===== src/rtl/pdm_tone_player_if.sv =====
// pdm_tone_player_if
//   Control bundle between the logic controller (master) and the tone
//   player (slave).
//   start_i       : one-cycle burst request
//   half_period_i : tone half-period in PDM ticks
//   duration_i    : beep / gap length in PDM ticks
//   amplitude_i   : high-phase sample value
//   repeat_i      : number of beeps minus one
//   busy_o        : burst in progress
//   done_o        : one-cycle completion pulse
interface pdm_tone_player_if #(
    parameter int HALF_W = 12,
    parameter int DUR_W  = 20
);
    logic              start_i;
    logic [HALF_W-1:0] half_period_i;
    logic [DUR_W-1:0]  duration_i;
    logic [7:0]        amplitude_i;
    logic [1:0]        repeat_i;
    logic              busy_o;
    logic              done_o;

    modport master (
        output start_i, half_period_i, duration_i, amplitude_i, repeat_i,
        input  busy_o, done_o
    );

    modport slave (
        input  start_i, half_period_i, duration_i, amplitude_i, repeat_i,
        output busy_o, done_o
    );
endinterface


===== src/rtl/pdm_tone_player.sv =====
// pdm_tone_player
//   Generates 1..4 square-wave tone bursts separated by equal-length gaps and
//   encodes them as a first-order sigma-delta PDM bitstream.
//   clk_i   : system clock
//   rst_i   : synchronous active-high reset
//   ctl     : control bundle (start request, tone parameters, busy/done)
//   AUD_PWM : PDM bitstream (logic level)
//   AUD_SD  : amplifier enable
//   Build option: define PDM_TONE_SD_GATE_EN to power the amplifier only
//   while a burst is running (AUD_SD = busy delayed one cycle); otherwise
//   AUD_SD is held high from the first cycle after reset.
module pdm_tone_player #(
    parameter int PDM_DIV = 40,
    parameter int HALF_W  = 12,
    parameter int DUR_W   = 20
) (
    input  logic               clk_i,
    input  logic               rst_i,
    pdm_tone_player_if.slave   ctl,
    output logic               AUD_PWM,
    output logic               AUD_SD
);
    localparam int DIV_W = (PDM_DIV > 1) ? $clog2(PDM_DIV) : 1;

    // S_ABORT holds busy for one cycle on a zero-length request so that
    // done_o lands two cycles after acceptance.
    typedef enum logic [2:0] {S_IDLE, S_TONE, S_GAP, S_ABORT, S_DONE} state_t;

    state_t            state, state_next;
    logic [DIV_W-1:0]  div_cnt;
    logic              tick;
    logic [HALF_W-1:0] half_r, half_cnt;
    logic [DUR_W-1:0]  dur_r, dur_cnt;
    logic [7:0]        amp_r;
    logic [1:0]        beeps_left;
    logic              phase;
    logic [7:0]        acc;       // low byte of the 9-bit accumulator; bit 8 is the PWM carry
    logic [7:0]        sample;
    logic [8:0]        acc_next;
    logic              latch, enter_tone, dur_last, half_last;

    assign tick      = (div_cnt == DIV_W'(PDM_DIV - 1));
    assign dur_last  = (dur_cnt == dur_r - DUR_W'(1));
    assign half_last = (half_cnt == half_r - HALF_W'(1));
    assign sample    = (state == S_TONE && phase) ? amp_r : '0;
    assign acc_next  = {1'b0, acc} + {1'b0, sample};

    assign ctl.busy_o = (state == S_TONE) || (state == S_GAP) || (state == S_ABORT);
    assign ctl.done_o = (state == S_DONE);

    always_comb begin
        state_next = state;
        latch      = 1'b0;
        enter_tone = 1'b0;
        case (state)
            S_IDLE: begin
                if (ctl.start_i) begin
                    latch = 1'b1;
                    // Inputs equal the values being latched this cycle.
                    if (ctl.duration_i == '0 || ctl.half_period_i == '0) begin
                        state_next = S_ABORT;
                    end else begin
                        state_next = S_TONE;
                        enter_tone = 1'b1;
                    end
                end
            end
            S_TONE: begin
                if (tick && dur_last) begin
                    state_next = (beeps_left == '0) ? S_DONE : S_GAP;
                end
            end
            S_GAP: begin
                if (tick && dur_last) begin
                    state_next = S_TONE;
                    enter_tone = 1'b1;
                end
            end
            S_ABORT: state_next = S_DONE;
            S_DONE:  state_next = S_IDLE;
            default: state_next = S_IDLE;
        endcase
    end

    always_ff @(posedge clk_i) begin
        if (rst_i) begin
            state      <= S_IDLE;
            div_cnt    <= '0;
            half_r     <= '0;
            dur_r      <= '0;
            amp_r      <= '0;
            beeps_left <= '0;
            dur_cnt    <= '0;
            half_cnt   <= '0;
            phase      <= 1'b0;
            acc        <= '0;
            AUD_PWM    <= 1'b0;
            AUD_SD     <= 1'b0;
        end else begin
            state   <= state_next;
            div_cnt <= tick ? '0 : div_cnt + DIV_W'(1);

            if (latch) begin
                half_r     <= ctl.half_period_i;
                dur_r      <= ctl.duration_i;
                amp_r      <= ctl.amplitude_i;
                beeps_left <= ctl.repeat_i;
            end

            if (enter_tone) begin
                dur_cnt  <= '0;
                half_cnt <= '0;
                phase    <= 1'b1;
            end else if (state == S_TONE && tick) begin
                if (dur_last) begin
                    dur_cnt    <= '0;
                    beeps_left <= beeps_left - 2'd1;
                end else begin
                    dur_cnt <= dur_cnt + DUR_W'(1);
                end
                if (half_last) begin
                    half_cnt <= '0;
                    phase    <= ~phase;
                end else begin
                    half_cnt <= half_cnt + HALF_W'(1);
                end
            end else if (state == S_GAP && tick) begin
                dur_cnt <= dur_cnt + DUR_W'(1);
            end

            // Leaving the burst clears the modulator, so the final tick
            // drives AUD_PWM low for the done cycle and idle.
            if (state_next != S_TONE && state_next != S_GAP) begin
                acc     <= '0;
                AUD_PWM <= 1'b0;
            end else if (tick) begin
                acc     <= acc_next[7:0];
                AUD_PWM <= acc_next[8];
            end

`ifdef PDM_TONE_SD_GATE_EN
            AUD_SD <= ctl.busy_o;
`else
            AUD_SD <= 1'b1;
`endif
        end
    end
endmodule


===== src/flat_wrapper.sv =====
// flat-port wrapper written by rule: the top's interface ports become plain ports
module pdm_tone_player_flat 
#(
    parameter int PDM_DIV = 40,
    parameter int HALF_W  = 12,
    parameter int DUR_W   = 20
)
  (clk_i, rst_i, AUD_PWM, AUD_SD, ctl_start_i, ctl_half_period_i, ctl_duration_i, ctl_amplitude_i, ctl_repeat_i, ctl_busy_o, ctl_done_o);
  pdm_tone_player_if #(.HALF_W(HALF_W), .DUR_W(DUR_W)) ctl_i ();
  input  logic clk_i;
  input  logic rst_i;
  output logic AUD_PWM;
  output logic AUD_SD;
  input wire logic [$bits(ctl_i.start_i)-1:0] ctl_start_i;
  input wire logic [$bits(ctl_i.half_period_i)-1:0] ctl_half_period_i;
  input wire logic [$bits(ctl_i.duration_i)-1:0] ctl_duration_i;
  input wire logic [$bits(ctl_i.amplitude_i)-1:0] ctl_amplitude_i;
  input wire logic [$bits(ctl_i.repeat_i)-1:0] ctl_repeat_i;
  output wire logic [$bits(ctl_i.busy_o)-1:0] ctl_busy_o;
  output wire logic [$bits(ctl_i.done_o)-1:0] ctl_done_o;
  assign ctl_i.start_i = ctl_start_i;
  assign ctl_i.half_period_i = ctl_half_period_i;
  assign ctl_i.duration_i = ctl_duration_i;
  assign ctl_i.amplitude_i = ctl_amplitude_i;
  assign ctl_i.repeat_i = ctl_repeat_i;
  assign ctl_busy_o = ctl_i.busy_o;
  assign ctl_done_o = ctl_i.done_o;
  pdm_tone_player #(.PDM_DIV(PDM_DIV), .HALF_W(HALF_W), .DUR_W(DUR_W)) u_core (.clk_i(clk_i), .rst_i(rst_i), .ctl(ctl_i), .AUD_PWM(AUD_PWM), .AUD_SD(AUD_SD));
endmodule

===== config.mk =====
export PLATFORM = sky130hd
export DESIGN_NAME = pdm_tone_player_flat
export DESIGN_NICKNAME = d
export VERILOG_FILES = /design/src/rtl/pdm_tone_player_if.sv /design/src/rtl/pdm_tone_player.sv /design/src/flat_wrapper.sv
export SDC_FILE = /design/constraint.sdc
export NUM_CORES = 1
export LEC_CHECK = 0
export CORE_MARGIN = 8
export CORE_UTILIZATION = 35
export DETAILED_ROUTE_END_ITERATION = 6
export MAX_ROUTING_LAYER = met4
export PLACE_DENSITY_LB_ADDON = 0.2
export SYNTH_ARGS = -nofsm -noshare
export SYNTH_HDL_FRONTEND = slang
export SYNTH_SLANG_ARGS = --single-unit

===== constraint.sdc =====
create_clock -name clk_i -period 6.3 [get_ports clk_i]
set_input_delay 0.63 -clock clk_i [delete_from_list [all_inputs] [get_ports clk_i]]
set_output_delay 0.63 -clock clk_i [all_outputs]
set_load 0.01 [all_outputs]

* Word-level counts from Yosys, hierarchy flattened
Cells that the tools add are included.
** Storage, ports and cells
- Register bits :: 94
- Logic and storage cells :: 73
- Bits of input ports :: 45
- Output and inout port bits :: 4
** Operators by class
- Bitwise operators :: 1
- Add/sub/neg operators :: 7
- Reduce and logical (&&, ||, !) cells :: 19
- Muxes and demuxes :: 25
- Eq/ne operators :: 9
** Operators with widths (count)
- two-way mux 20 bit :: 3
- adder 20 x 1 -> 20 bit, second input constant :: 1
- == test 20 bit :: 1
- logical NOT 20 bit :: 1
- subtractor 20 x 1 -> 20 bit, second input constant :: 1
- adder 12 x 1 -> 12 bit, second input constant :: 1
- == test 12 bit :: 1
- logical NOT 12 bit :: 1
- two-way mux 12 bit :: 1
- two-way mux 3 bit :: 4
- case mux 3 bit (4 select lines) :: 1
- subtractor 12 x 1 -> 12 bit, second input constant :: 1
- two-way mux 2 bit :: 5
- adder 8 x 8 -> 9 bit :: 1
- two-way mux 1 bit :: 9
- two-way mux 8 bit :: 1
- adder 6 x 1 -> 6 bit, second input constant :: 1
- == test 3 x 2 -> 1 bit, second input constant :: 2
- == test 6 bit, second input constant :: 1
- nonzero test 2 bit :: 3
- OR reduction 2 bit :: 3
- logical AND 1 bit :: 5
- == test 3 x 1 -> 1 bit, second input constant :: 1
- == test 3 bit, second input constant :: 1
- 9 further kinds :: 11

* Longest topological paths before layout
Gate-level depths: netlist (run 1).
- Depth after elaboration :: 8
- Gate-level depth with buffers :: 16
- Mapped depth without buffers :: 15

* Worst setup path before layout (run 1)
Ideal clock, no wire load.
- Kind :: register -> register
- From :: register u_core.dur_r[0]
- To :: register u_core.beeps_left[1]
- Arrival :: 2853 ps
- Data required time :: 6235 ps
- Period minus slack after synthesis :: 2918 ps
- Library setup time :: 65 ps
- Path buffers :: 1
- Stages on the path, launching flop included :: 13
- Path slack :: 3382 ps
- Cell sequence :: dfxtp_1 -> inv_1 -> ha_1 -> nor4b_4 -> nand2_2 -> or4_1 -> a211oi_1 -> and4_4 -> and3_1 -> buf_4 -> and2_1 -> mux2_1 -> nor2_1
** On the way
- Longest elaborated chain between the ends :: 6
- Elaborated cells between the ends (all ways) :: 8
- Those cells by class :: add/sub (1); eq/ne (1); mux (5); reduce/logical (1)
** Ends and longest elaborated chain
- from (decl) :: RTL line pdm_tone_player.sv:33 : logic [DUR_W-1:0] dur_r, dur_cnt;
- from (signal assigned) :: RTL line pdm_tone_player.sv:105 : dur_r <= ctl.duration_i;
- subtractor 20 x 1 -> 20 bit * :: RTL line pdm_tone_player.sv:43 : assign dur_last = (dur_cnt == dur_r - DUR_W'(1));
- == test 20 bit * :: RTL line pdm_tone_player.sv:43
- logical AND 1 bit :: RTL line pdm_tone_player.sv:74 : if (tick && dur_last) begin
- two-way mux 1 bit :: RTL line pdm_tone_player.sv:74
- case mux 1 bit (2 select lines) :: RTL line pdm_tone_player.sv:55 : case (state)
- two-way mux 2 bit * :: RTL line pdm_tone_player.sv:110 : if (enter_tone) begin
- to (signal assigned) :: RTL line pdm_tone_player.sv:107 : beeps_left <= ctl.repeat_i;
- to (signal assigned) :: RTL line pdm_tone_player.sv:117 : beeps_left <= beeps_left - 2'd1;
- to (decl) :: RTL line pdm_tone_player.sv:35 : logic [1:0] beeps_left;
Every way passes the cells marked *; elsewhere a longest branch is shown, timed or not.
A chain may end at the register's enable or synchronous reset.

* Final worst setup path (run 1)
- From :: register u_core.dur_r[0]
- To :: register u_core.acc[1]
** On the way
- Longest elaborated chain between the ends :: 8
- Elaborated cells between the ends (all ways) :: 10
- Those cells by class :: add/sub (1); eq/ne (3); mux (3); reduce/logical (3)
** Ends and longest elaborated chain
- subtractor 20 x 1 -> 20 bit * :: RTL line pdm_tone_player.sv:43
- == test 20 bit * :: RTL line pdm_tone_player.sv:43
- logical AND 1 bit * :: RTL line pdm_tone_player.sv:69, pdm_tone_player.sv:74
- two-way mux 3 bit, on equally long branches :: RTL line pdm_tone_player.sv:74, pdm_tone_player.sv:69
- case mux 3 bit (4 select lines) * :: RTL line pdm_tone_player.sv:55
- != test 3 x 1 -> 1 bit / != test 3 x 2 -> 1 bit (equally long branches) :: RTL line pdm_tone_player.sv:133 : if (state_next != S_TONE && state_next != S_GAP) begin
- logical AND 1 bit * :: RTL line pdm_tone_player.sv:133
- OR reduction 2 bit (no line) *
- to (signal assigned) :: RTL line pdm_tone_player.sv:137 : acc <= acc_next[7:0];
- to (decl) :: RTL line pdm_tone_player.sv:37 : logic [7:0] acc;
Marks and branches as above.

==> impl_results.html, run 1 <==
<table>
<tr><th>Metric</th><th>Value</th></tr>
<tr><th colspan="2">Outcome</th></tr>
<tr><td>Status</td><td>complete, no violations</td></tr>
<tr><th colspan="2">Worst setup path</th></tr>
<tr><td>Required arrival time at the worst endpoint</td><td>6.51 ns</td></tr>
<tr><td>Critical path data arrival time</td><td>between 3 and 4 ns</td></tr>
<tr><td>CP max stage delay</td><td>~0.53 ns</td></tr>
<tr><td>Launching element type of the critical path</td><td>flop</td></tr>
<tr><td>Reg-to-reg setup timing slack</td><td>~2.9 ns</td></tr>
<tr><td>Critical path capture point</td><td>u_core.acc[1]$_SDFFE_PP0N_</td></tr>
<tr><td>Maximum fanout along the worst path</td><td>9</td></tr>
<tr><td>Crit Reg-Reg Endpoint</td><td>u_core.acc[1]$_SDFFE_PP0N_</td></tr>
<tr><td>R2r worst-path depth</td><td>11</td></tr>
<tr><td>Startpoint of the worst setup timing path</td><td>u_core.dur_r[0]$_SDFFE_PP0P_</td></tr>
<tr><td>Path type of the worst setup path</td><td>reg2reg</td></tr>
<tr><td>List of cells traversed by the critical path</td><td>inv_1, ha_1, nor4b_4, nand2_2, or4_1, a211oi_1, and4_4, and3_1, o21ai_2, o21ai_4, a211oi_2</td></tr>
<tr><td>Worst flop-to-flop path startpoint</td><td>u_core.dur_r[0]$_SDFFE_PP0P_</td></tr>
<tr><td>Cell at the slowest stage of the critical path</td><td>sky130_fd_sc_hd__or4_1</td></tr>
<tr><td>Worst Setup End Kind</td><td>flop</td></tr>
<tr><th colspan="2">Finish</th></tr>
<tr><td># diodes</td><td>0</td></tr>
<tr><td>Post-synthesis to final-layout area growth</td><td>16.49%</td></tr>
<tr><td>Final net count</td><td>between 700 and 800</td></tr>
<tr><td>Fraction of final layout cells sized beyond drive strength 1</td><td>4.972%</td></tr>
<tr><td>Fillcell total</td><td>around 1500</td></tr>
<tr><td>Highest-count cells in the layout ignoring fill and taps</td><td>110 x sky130_fd_sc_hd__nand2_1, 94 x sky130_fd_sc_hd__dfxtp_1, 80 x sky130_fd_sc_hd__nor2_1</td></tr>
<tr><td>Leading cell type in the layout, fill and taps excluded</td><td>sky130_fd_sc_hd__nand2_1</td></tr>
<tr><th colspan="2">Global route</th></tr>
<tr><td>Number of global-route vias before repair</td><td>roughly 4500</td></tr>
<tr><td>First-pass GRT wire length</td><td>about 22000 um</td></tr>
<tr><td>Residual overflow from global routing</td><td>0</td></tr>
<tr><td>Pin count of the biggest net entering global routing</td><td>53</td></tr>
<tr><td>GRT Util Overall</td><td>around 14%</td></tr>
<tr><td>Antenna violations before repair</td><td>0</td></tr>
<tr><th colspan="2">Yosys</th></tr>
<tr><td>Count of flip-flops with a built-in enable after synthesis</td><td>0</td></tr>
<tr><td>Synth unique cells</td><td>62</td></tr>
<tr><td>Number of storage elements in the synthesis netlist</td><td>94</td></tr>
<tr><td>Share of Yosys cell area claimed by the top area cell type</td><td>about 36%</td></tr>
<tr><td>Area of the mapped netlist</td><td>5259 um2</td></tr>
<tr><td>Cell type with the highest aggregate area in the netlist</td><td>sky130_fd_sc_hd__dfxtp_1</td></tr>
<tr><td>Net Count, Synth</td><td>~730</td></tr>
<tr><td>Fraction of registers with async set/reset</td><td>0%</td></tr>
<tr><td>Sequential fraction of the synthesis area</td><td>35.78%</td></tr>
<tr><td>Synth Flop Type</td><td>sky130_fd_sc_hd__dfxtp_1</td></tr>
<tr><td>Gate count of the mapped netlist</td><td>roughly 670</td></tr>
<tr><td>Syn. warnings</td><td>0</td></tr>
<tr><td>Leading post-synthesis cells by cell area</td><td>sky130_fd_sc_hd__dfxtp_1 36%, sky130_fd_sc_hd__nand2_1 7.9%, sky130_fd_sc_hd__xor2_1 7.2%</td></tr>
<tr><td>Mapped Avg Cell Area</td><td>~7.9 um2</td></tr>
<tr><th colspan="2">Timing</th></tr>
<tr><td>Unrepaired setup endpoints after global routing</td><td>no</td></tr>
<tr><td>Worst max-slew margin expressed relative to the limit</td><td>33.48%</td></tr>
<tr><td>Final WS setup</td><td>between 2 and 3 ns</td></tr>
<tr><td>Worst-margin pin slew</td><td>~0.99 ns</td></tr>
<tr><td>Final setup TNS</td><td>0 ns</td></tr>
<tr><td>Number of pins with negative max-slew slack in the final report</td><td>0</td></tr>
<tr><td>Worst clock skew</td><td>slightly above 0.009 ns</td></tr>
<tr><td>Total count of hold-check failures in the final report</td><td>0</td></tr>
<tr><td>Highest clock rate</td><td>slightly below 300 MHz</td></tr>
<tr><td>Shortest clock period the worst path allows after layout</td><td>3.427 ns</td></tr>
<tr><td>Crit share post-route</td><td>~54%</td></tr>
<tr><td>Final Setup Violations</td><td>0</td></tr>
<tr><th colspan="2">Drt</th></tr>
<tr><td>Routed wirelength normalized by instance count</td><td>around 15 um</td></tr>
<tr><td>Number of violations reported at the end of detailed-routing iteration 0</td><td>between 200 and 250</td></tr>
<tr><td>Count of nets left with antenna violations after detail routing</td><td>0</td></tr>
<tr><td>Post-detailed-route DRC marker count</td><td>0</td></tr>
<tr><td>Post-detailed-routing wire length</td><td>roughly 13000 um</td></tr>
<tr><td>Number of search-and-repair iterations in the first detailed-routing pass</td><td>5</td></tr>
<tr><td>Avg Vias per Cell</td><td>approximately 5.2</td></tr>
<tr><td>Via Count</td><td>around 4600</td></tr>
<tr><th colspan="2">CTS</th></tr>
<tr><td>CTS Buffer Depth</td><td>2</td></tr>
<tr><td>Number of clock sinks</td><td>between 90 and 100</td></tr>
<tr><td>Later-pin clock latency in the skew report</td><td>~0.35 ns</td></tr>
<tr><td>Clock buffer count from CTS</td><td>9</td></tr>
<tr><td>CTS H-Tree Depth</td><td>3</td></tr>
<tr><td>Root Driver</td><td>sky130_fd_sc_hd__clkbuf_16</td></tr>
<tr><td>Clock tree from TritonCTS</td><td>built</td></tr>
<tr><td>Clk slew on worst S/H paths</td><td>around 0.060 ns</td></tr>
<tr><td>Hold Buf Count CTS</td><td>0</td></tr>
<tr><td>Setup Buffers After CTS</td><td>0</td></tr>
<tr><td>Quantity of gates resized following cts</td><td>0</td></tr>
<tr><th colspan="2">Die</th></tr>
<tr><td>Chip Height</td><td>between 100 and 150 um</td></tr>
<tr><td>Number of core rows</td><td>between 40 and 50</td></tr>
<tr><td>Chip Width</td><td>roughly 140 um</td></tr>
<tr><td>Initial Util</td><td>35.25%</td></tr>
<tr><td>I/O pin count</td><td>about 50</td></tr>
<tr><td>DIE AREA</td><td>around 19000 um2</td></tr>
<tr><td>Standard cell core area</td><td>between 10000 and 15000 um2</td></tr>
<tr><th colspan="2">Place</th></tr>
<tr><td>Port-buffer cells</td><td>48</td></tr>
<tr><td>Pre-CTS setup slack</td><td>2.912 ns</td></tr>
<tr><td>Routability congestion estimate from global placement</td><td>approximately 0.85</td></tr>
<tr><td>Post-DP HPWL</td><td>between 9000 and 10000 um</td></tr>
<tr><th colspan="2">Pwr</th></tr>
<tr><td>Power density of the placed cells</td><td>between 200 and 250 nW/um2</td></tr>
<tr><td>Seq pwr share</td><td>a little under half</td></tr>
<tr><td>Internal power summed over all cells</td><td>0.001007 W</td></tr>
<tr><td>Worst-case vdd ir drop</td><td>roughly 0.12 mV</td></tr>
<tr><td>Combinational cell fraction of total power</td><td>between 15 and 20%</td></tr>
<tr><td>Power dissipated by switching net loads</td><td>between 0.0003 and 0.0004 W</td></tr>
<tr><td>Switching power share of the total</td><td>roughly 28%</td></tr>
<tr><td>Clock power frac</td><td>about 36%</td></tr>
<tr><td>Static Leak</td><td>around 2.3 nW</td></tr>
<tr><td>PnR Total Power</td><td>approximately 0.0014 W</td></tr>
<tr><th colspan="2">Job</th></tr>
<tr><td>Max-cap violation count</td><td>0</td></tr>
<tr><th colspan="2">Min path</th></tr>
<tr><td>Worst min path class</td><td>reg2reg</td></tr>
</table>
registers in the layout, indices dropped and copies added, names as in the netlist:
signal	cells
u_core.state	3
u_core.AUD_PWM	1
u_core.half_r	12
u_core.dur_r	20
u_core.div_cnt	6
u_core.phase	1
u_core.AUD_SD	1
u_core.beeps_left	2
u_core.dur_cnt	20
u_core.half_cnt	12
u_core.amp_r	8
u_core.acc	8
metal layers:
metal / up-vias / share of wire, % / global-route usage (%)
met5: - / 0 / -
met4: 0 / 1.7 / 5.435
met3: 14 / 3.6 / 2.808
met2: 85 / 44 / 21.81
met1: 2165 / 51 / 18.69
li1: 2353 / - / -
cells by family after synthesis:
group                    synth area share (%)
buffers and inverters                   3.735
adder cells (fa/ha/maj)                 3.712
AO/OA/AOI/OAI                           12.71
AND/OR/NAND/NOR                         29.38
XOR/XNOR                                13.66
flip-flops                              35.78
multiplexers                            1.023
power groups by stage:
stage | logic, W | clock network, W | registers (W)
2_1_floorplan | 0.000185 | 0 | 0.000649
3_3_place_gp | 0.000247 | 0 | 0.000661
3_5_place_dp | 0.000253 | 0 | 0.000662
4_1_cts | 0.000254 | 0.000519 | 0.000649
5_1_grt | 0.000282 | 0.000542 | 0.000653
6_report | 0.000254 | 0.000500 | 0.000649
per-stage QoR:
step / instances / instance area [um2] / hold slack [ns] / utilization, %
final: 892 / 6126 / 0.4574 / 41.06
after global routing: 892 / 6126 / 0.4769 / 41.06
after CTS: 892 / 6126 / 0.4604 / 41.06
after detailed placement: 877 / 5859 / 0.4505 / 39.27
after global placement: 877 / 5859 / 0.4527 / 39.27
after floorplan: 669 / 5259 / 0.4319 / -
layout make-up:
cell class / count / area (um2) / area share (%)
Sequential cell: 94 / 1882 / 30.72
Multi-Input combinational cell: 528 / 3181 / 51.92
Tap cell: 188 / 235.2 / 3.840
Inverter: 15 / 56.30 / 0.9191
Clock inverter: 4 / 23.77 / 0.3881
Timing Repair Buffer: 52 / 505.5 / 8.252
Clock buffer: 11 / 242.7 / 3.962
Yosys cell counts, drive strengths merged (2+ instances only):
cell type and n:
a21oi 57, nand2b 6, clkbuf 26, or3 5, nor2b 5, and4 2, nand3 21, a31oi 3
xor2 43, nand3b 4, o21a 2, a41oi 2, buf 6, a211oi 7, and2 7, a211o 2
nor4b 3, nand2 112, o21ai 13, nand4 15, a22oi 2, mux2 3, or2 3, ha 14
nor4 18, or4 3, dfxtp 94, mux2i 2, inv 15, a21o 6, o211ai 2, xnor2 39
nor3 17, and3 17, nor2 80
worst min-delay path by stage:
stage | from | end | slack, ns | cells after the start
final | u_core.amp_r[0]$_SDFFE_PP0P_ | u_core.amp_r[0]$_SDFFE_PP0P_ | 0.46 | 2
after CTS | u_core.amp_r[0]$_SDFFE_PP0P_ | u_core.amp_r[0]$_SDFFE_PP0P_ | 0.46 | 2
after detailed placement | u_core.amp_r[0]$_SDFFE_PP0P_ | u_core.amp_r[0]$_SDFFE_PP0P_ | 0.45 | 2
after global placement | u_core.amp_r[0]$_SDFFE_PP0P_ | u_core.amp_r[0]$_SDFFE_PP0P_ | 0.45 | 2
after floorplan | u_core.amp_r[0]$_SDFFE_PP0P_ | u_core.amp_r[0]$_SDFFE_PP0P_ | 0.43 | 2
after global routing | u_core.amp_r[2]$_SDFFE_PP0P_ | u_core.amp_r[2]$_SDFFE_PP0P_ | 0.48 | 2
critical path: cells and delay by family, from the launching register on:
| kind | cells | cell delay, ns |
|---|---|---|
| DFF | 1 | 0.36 |
| and+or+nand+nor | 5 | 1.78 |
| adders and majority gates | 1 | 0.24 |
| buffers and inverters | 1 | 0.08 |
| AOI/OAI and AO/OA | 4 | 0.82 |
Note: power is estimated with default switching activity, not from simulation.
==> run 2: changes to the inputs <==
- clock period: 6.3 -> 3.39 ns (I/O delays scaled with it)
==> impl_results.html, run 2 (synthesis results as in run 1) <==
<table>
<tr><th>Metric</th><th>Value</th></tr>
<tr><th colspan="2">Outcome</th></tr>
<tr><td>Status</td><td>complete, no violations (unchanged)</td></tr>
<tr><th colspan="2">Finish</th></tr>
<tr><td>Highest-count cells in the layout ignoring fill and taps</td><td>110 x sky130_fd_sc_hd__nand2_1, 94 x sky130_fd_sc_hd__dfxtp_1, 80 x sky130_fd_sc_hd__nor2_1 (unchanged)</td></tr>
<tr><td>Post-route non-filler standard cell count</td><td>905 (was 892)</td></tr>
<tr><td>Leading cell type in the layout, fill and taps excluded</td><td>sky130_fd_sc_hd__nand2_1 (unchanged)</td></tr>
<tr><td>Fraction of final layout cells sized beyond drive strength 1</td><td>6.695% (was 4.972%)</td></tr>
<tr><td>Area of all sequential standard cells</td><td>1882 um2 (unchanged)</td></tr>
<tr><td>Final net count</td><td>773 (was 760)</td></tr>
<tr><td># diodes</td><td>0 (unchanged)</td></tr>
<tr><td>Biggest registers after layout</td><td>u_core.dur_cnt x20, u_core.dur_r x20 (unchanged)</td></tr>
<tr><td>Area of the multi-input gates</td><td>3181 um2 (unchanged)</td></tr>
<tr><td>Fillcell total</td><td>1523 (was 1454)</td></tr>
<tr><td>Post-synthesis to final-layout area growth</td><td>19.44% (was 16.49%)</td></tr>
<tr><th colspan="2">Global route</th></tr>
<tr><td>Antenna violations before repair</td><td>0 (unchanged)</td></tr>
<tr><td>Residual overflow from global routing</td><td>0 (unchanged)</td></tr>
<tr><td>GRT Util Overall</td><td>14.47% (was 14.44%)</td></tr>
<tr><td>Met3 usage</td><td>3.185% (was 2.808%)</td></tr>
<tr><td>Met1 layer usage reported by global route</td><td>18.33% (was 18.69%)</td></tr>
<tr><td>Pin count of the biggest net entering global routing</td><td>53 (unchanged)</td></tr>
<tr><td>Number of global-route vias before repair</td><td>4650 (was 4523)</td></tr>
<tr><td>Highest-utilization routing layer at the global route stage</td><td>met2 (unchanged)</td></tr>
<tr><td>First-pass GRT wire length</td><td>22430 um (was 22350 um)</td></tr>
<tr><td>Fraction of met2 tracks used by global routing</td><td>21.45% (was 21.81%)</td></tr>
<tr><th colspan="2">Pwr</th></tr>
<tr><td>Power density of the placed cells</td><td>446.8 nW/um2 (was 229.1 nW/um2)</td></tr>
<tr><td>Static Leak</td><td>2.374 nW (was 2.287 nW)</td></tr>
<tr><td>Worst-case vdd ir drop</td><td>0.2468 mV (was 0.1241 mV)</td></tr>
<tr><th colspan="2">CTS</th></tr>
<tr><td>Later-pin clock latency in the skew report</td><td>0.35 ns (about the same)</td></tr>
<tr><td>Clk slew on worst S/H paths</td><td>0.07 ns (was 0.06 ns)</td></tr>
<tr><td>Root Driver</td><td>sky130_fd_sc_hd__clkbuf_16 (unchanged)</td></tr>
<tr><td>Setup Buffers After CTS</td><td>0 (unchanged)</td></tr>
<tr><td>Clock tree from TritonCTS</td><td>built (unchanged)</td></tr>
<tr><td>Hold Buf Count CTS</td><td>0 (unchanged)</td></tr>
<tr><td>Quantity of gates resized following cts</td><td>0 (unchanged)</td></tr>
<tr><td>Number of clock sinks</td><td>94 (unchanged)</td></tr>
<tr><td>CTS H-Tree Depth</td><td>3 (unchanged)</td></tr>
<tr><td>CTS Buffer Depth</td><td>2 (unchanged)</td></tr>
<tr><td>Clock buffer count from CTS</td><td>9 (unchanged)</td></tr>
<tr><th colspan="2">Die</th></tr>
<tr><td>Initial Util</td><td>35.25% (unchanged)</td></tr>
<tr><td>Chip Width</td><td>138.6 um (unchanged)</td></tr>
<tr><td>Chip Height</td><td>138.6 um (unchanged)</td></tr>
<tr><td>Standard cell core area</td><td>14920 um2 (unchanged)</td></tr>
<tr><td>Number of core rows</td><td>45 (unchanged)</td></tr>
<tr><td>I/O pin count</td><td>49 (unchanged)</td></tr>
<tr><td>DIE AREA</td><td>19200 um2 (unchanged)</td></tr>
<tr><th colspan="2">Place</th></tr>
<tr><td>Pre-CTS setup slack</td><td>0.2399 ns (was 2.912 ns)</td></tr>
<tr><td># placed instances</td><td>890 (was 877)</td></tr>
<tr><td>Post-DP HPWL</td><td>9983 um (was 9758 um)</td></tr>
<tr><td>Routability congestion estimate from global placement</td><td>0.8670 (was 0.8459)</td></tr>
<tr><td>Port-buffer cells</td><td>48 (unchanged)</td></tr>
<tr><th colspan="2">Worst setup path</th></tr>
<tr><td>Maximum fanout along the worst path</td><td>7 (was 9)</td></tr>
<tr><td>Launching element type of the critical path</td><td>flop (unchanged)</td></tr>
<tr><td>Worst Setup End Kind</td><td>flop (unchanged)</td></tr>
<tr><td>Path type of the worst setup path</td><td>reg2reg (unchanged)</td></tr>
<tr><td>Required arrival time at the worst endpoint</td><td>3.67 ns (was 6.51 ns)</td></tr>
<tr><td>Critical path data arrival time</td><td>3.42 ns (was 3.64 ns)</td></tr>
<tr><th colspan="2">Drt</th></tr>
<tr><td>Number of violations reported at the end of detailed-routing iteration 0</td><td>285 (was 234)</td></tr>
<tr><td>Count of nets left with antenna violations after detail routing</td><td>0 (unchanged)</td></tr>
<tr><td>Via Count</td><td>4715 (was 4617)</td></tr>
<tr><td>Routed wirelength normalized by instance count</td><td>14.95 um (was 14.88 um)</td></tr>
<tr><td>Post-detailed-routing wire length</td><td>13530 um (was 13280 um)</td></tr>
<tr><td>Number of search-and-repair iterations in the first detailed-routing pass</td><td>6 (was 5)</td></tr>
<tr><td>Avg Vias per Cell</td><td>5.210 (was 5.176)</td></tr>
<tr><td>Post-detailed-route DRC marker count</td><td>0 (unchanged)</td></tr>
<tr><th colspan="2">Timing</th></tr>
<tr><td>Unrepaired setup endpoints after global routing</td><td>no (unchanged)</td></tr>
<tr><td>Final Setup Violations</td><td>0 (unchanged)</td></tr>
<tr><td>Total count of hold-check failures in the final report</td><td>0 (unchanged)</td></tr>
<tr><td>Worst max-slew margin expressed relative to the limit</td><td>31.24% (was 33.48%)</td></tr>
<tr><td>Worst clock skew</td><td>0.007140 ns (was 0.009082 ns)</td></tr>
<tr><td>Worst-margin pin slew</td><td>1.031 ns (was 0.9887 ns)</td></tr>
<tr><td>Final WS setup</td><td>0.2526 ns (was 2.873 ns)</td></tr>
<tr><td>Highest clock rate</td><td>318.7 MHz (was 291.8 MHz)</td></tr>
<tr><td>Shortest clock period the worst path allows after layout</td><td>3.137 ns (was 3.427 ns)</td></tr>
<tr><td>Final worst hold slack</td><td>0.4551 ns (was 0.4574 ns)</td></tr>
<tr><td>Final setup TNS</td><td>0 ns (unchanged)</td></tr>
<tr><td>Crit share post-route</td><td>92.55% (was 54.40%)</td></tr>
<tr><td>Number of pins with negative max-slew slack in the final report</td><td>0 (unchanged)</td></tr>
<tr><th colspan="2">Min path</th></tr>
<tr><td>Worst min path class</td><td>reg2reg (unchanged)</td></tr>
<tr><th colspan="2">Job</th></tr>
<tr><td>Max-cap violation count</td><td>0 (unchanged)</td></tr>
</table>
## run 2: critical path: stages, from the launching register on
cell and delay [ns]:
sky130_fd_sc_hd__dfxtp_1 0.36, sky130_fd_sc_hd__inv_1 0.08, sky130_fd_sc_hd__ha_1 0.23, sky130_fd_sc_hd__nor4b_4 0.32, sky130_fd_sc_hd__nand2_2 0.13, sky130_fd_sc_hd__or4_1 0.51
sky130_fd_sc_hd__a211oi_1 0.24, sky130_fd_sc_hd__and4_4 0.28, sky130_fd_sc_hd__and3_1 0.31, sky130_fd_sc_hd__and2_1 0.20, sky130_fd_sc_hd__mux2_1 0.32, sky130_fd_sc_hd__nor2_1 0.08
## run 2: path summary, 6_finish.rpt
path	from	endpoint	slack [ns]	cells after the start
hold / removal	u_core.amp_r[3]$_SDFFE_PP0P_	u_core.amp_r[3]$_SDFFE_PP0P_	0.46	2
hold reg to reg	u_core.amp_r[3]$_SDFFE_PP0P_	u_core.amp_r[3]$_SDFFE_PP0P_	0.46	2
setup / recovery	u_core.dur_r[0]$_SDFFE_PP0P_	u_core.beeps_left[1]$_SDFF_PP0_	0.25	11
setup reg to reg	u_core.dur_r[0]$_SDFFE_PP0P_	u_core.beeps_left[1]$_SDFF_PP0_	0.25	11
## run 2: layer usage
layer | part of all wire (%) | routed length (um) | up-vias
li1 | - | - | 2391
met1 | 51 | 6840 | 2195
met3 | 3.9 | 533 | 28
met5 | 0 | 0 | -
met4 | 2.9 | 388 | 0
met2 | 43 | 5769 | 101
## run 2: power by group
group / total [W] / internal (W) / leakage (nW) / switching, W
Sequential: 0.00120 / 0.00115 / 0.765 / 0.0000500
Combinational: 0.000506 / 0.000231 / 1.45 / 0.000275
Clock: 0.00110 / 0.000683 / 0.155 / 0.000421
Total: 0.00281 / 0.00206 / 2.37 / 0.000746
## run 2: area by class of cell
type                       instances  area share (%)
clock inverter                     3           1.076
clock buffer                      12           4.084
timing repair buffer              65           9.602
inverter                          15          0.8964
multi-input combinational        528           50.64
tap                              188           3.745
sequential                        94           29.96
## run 2: metrics by stage
step                      util, %  instance area (um2)  power (W)
after floorplan                 -                 5259   0.001549
after global placement      39.92                 5957   0.001711
after detailed placement    39.92                 5957   0.001723
after CTS                   42.10                 6281   0.002841
after global routing        42.10                 6281   0.002941
final                       42.10                 6281   0.002807
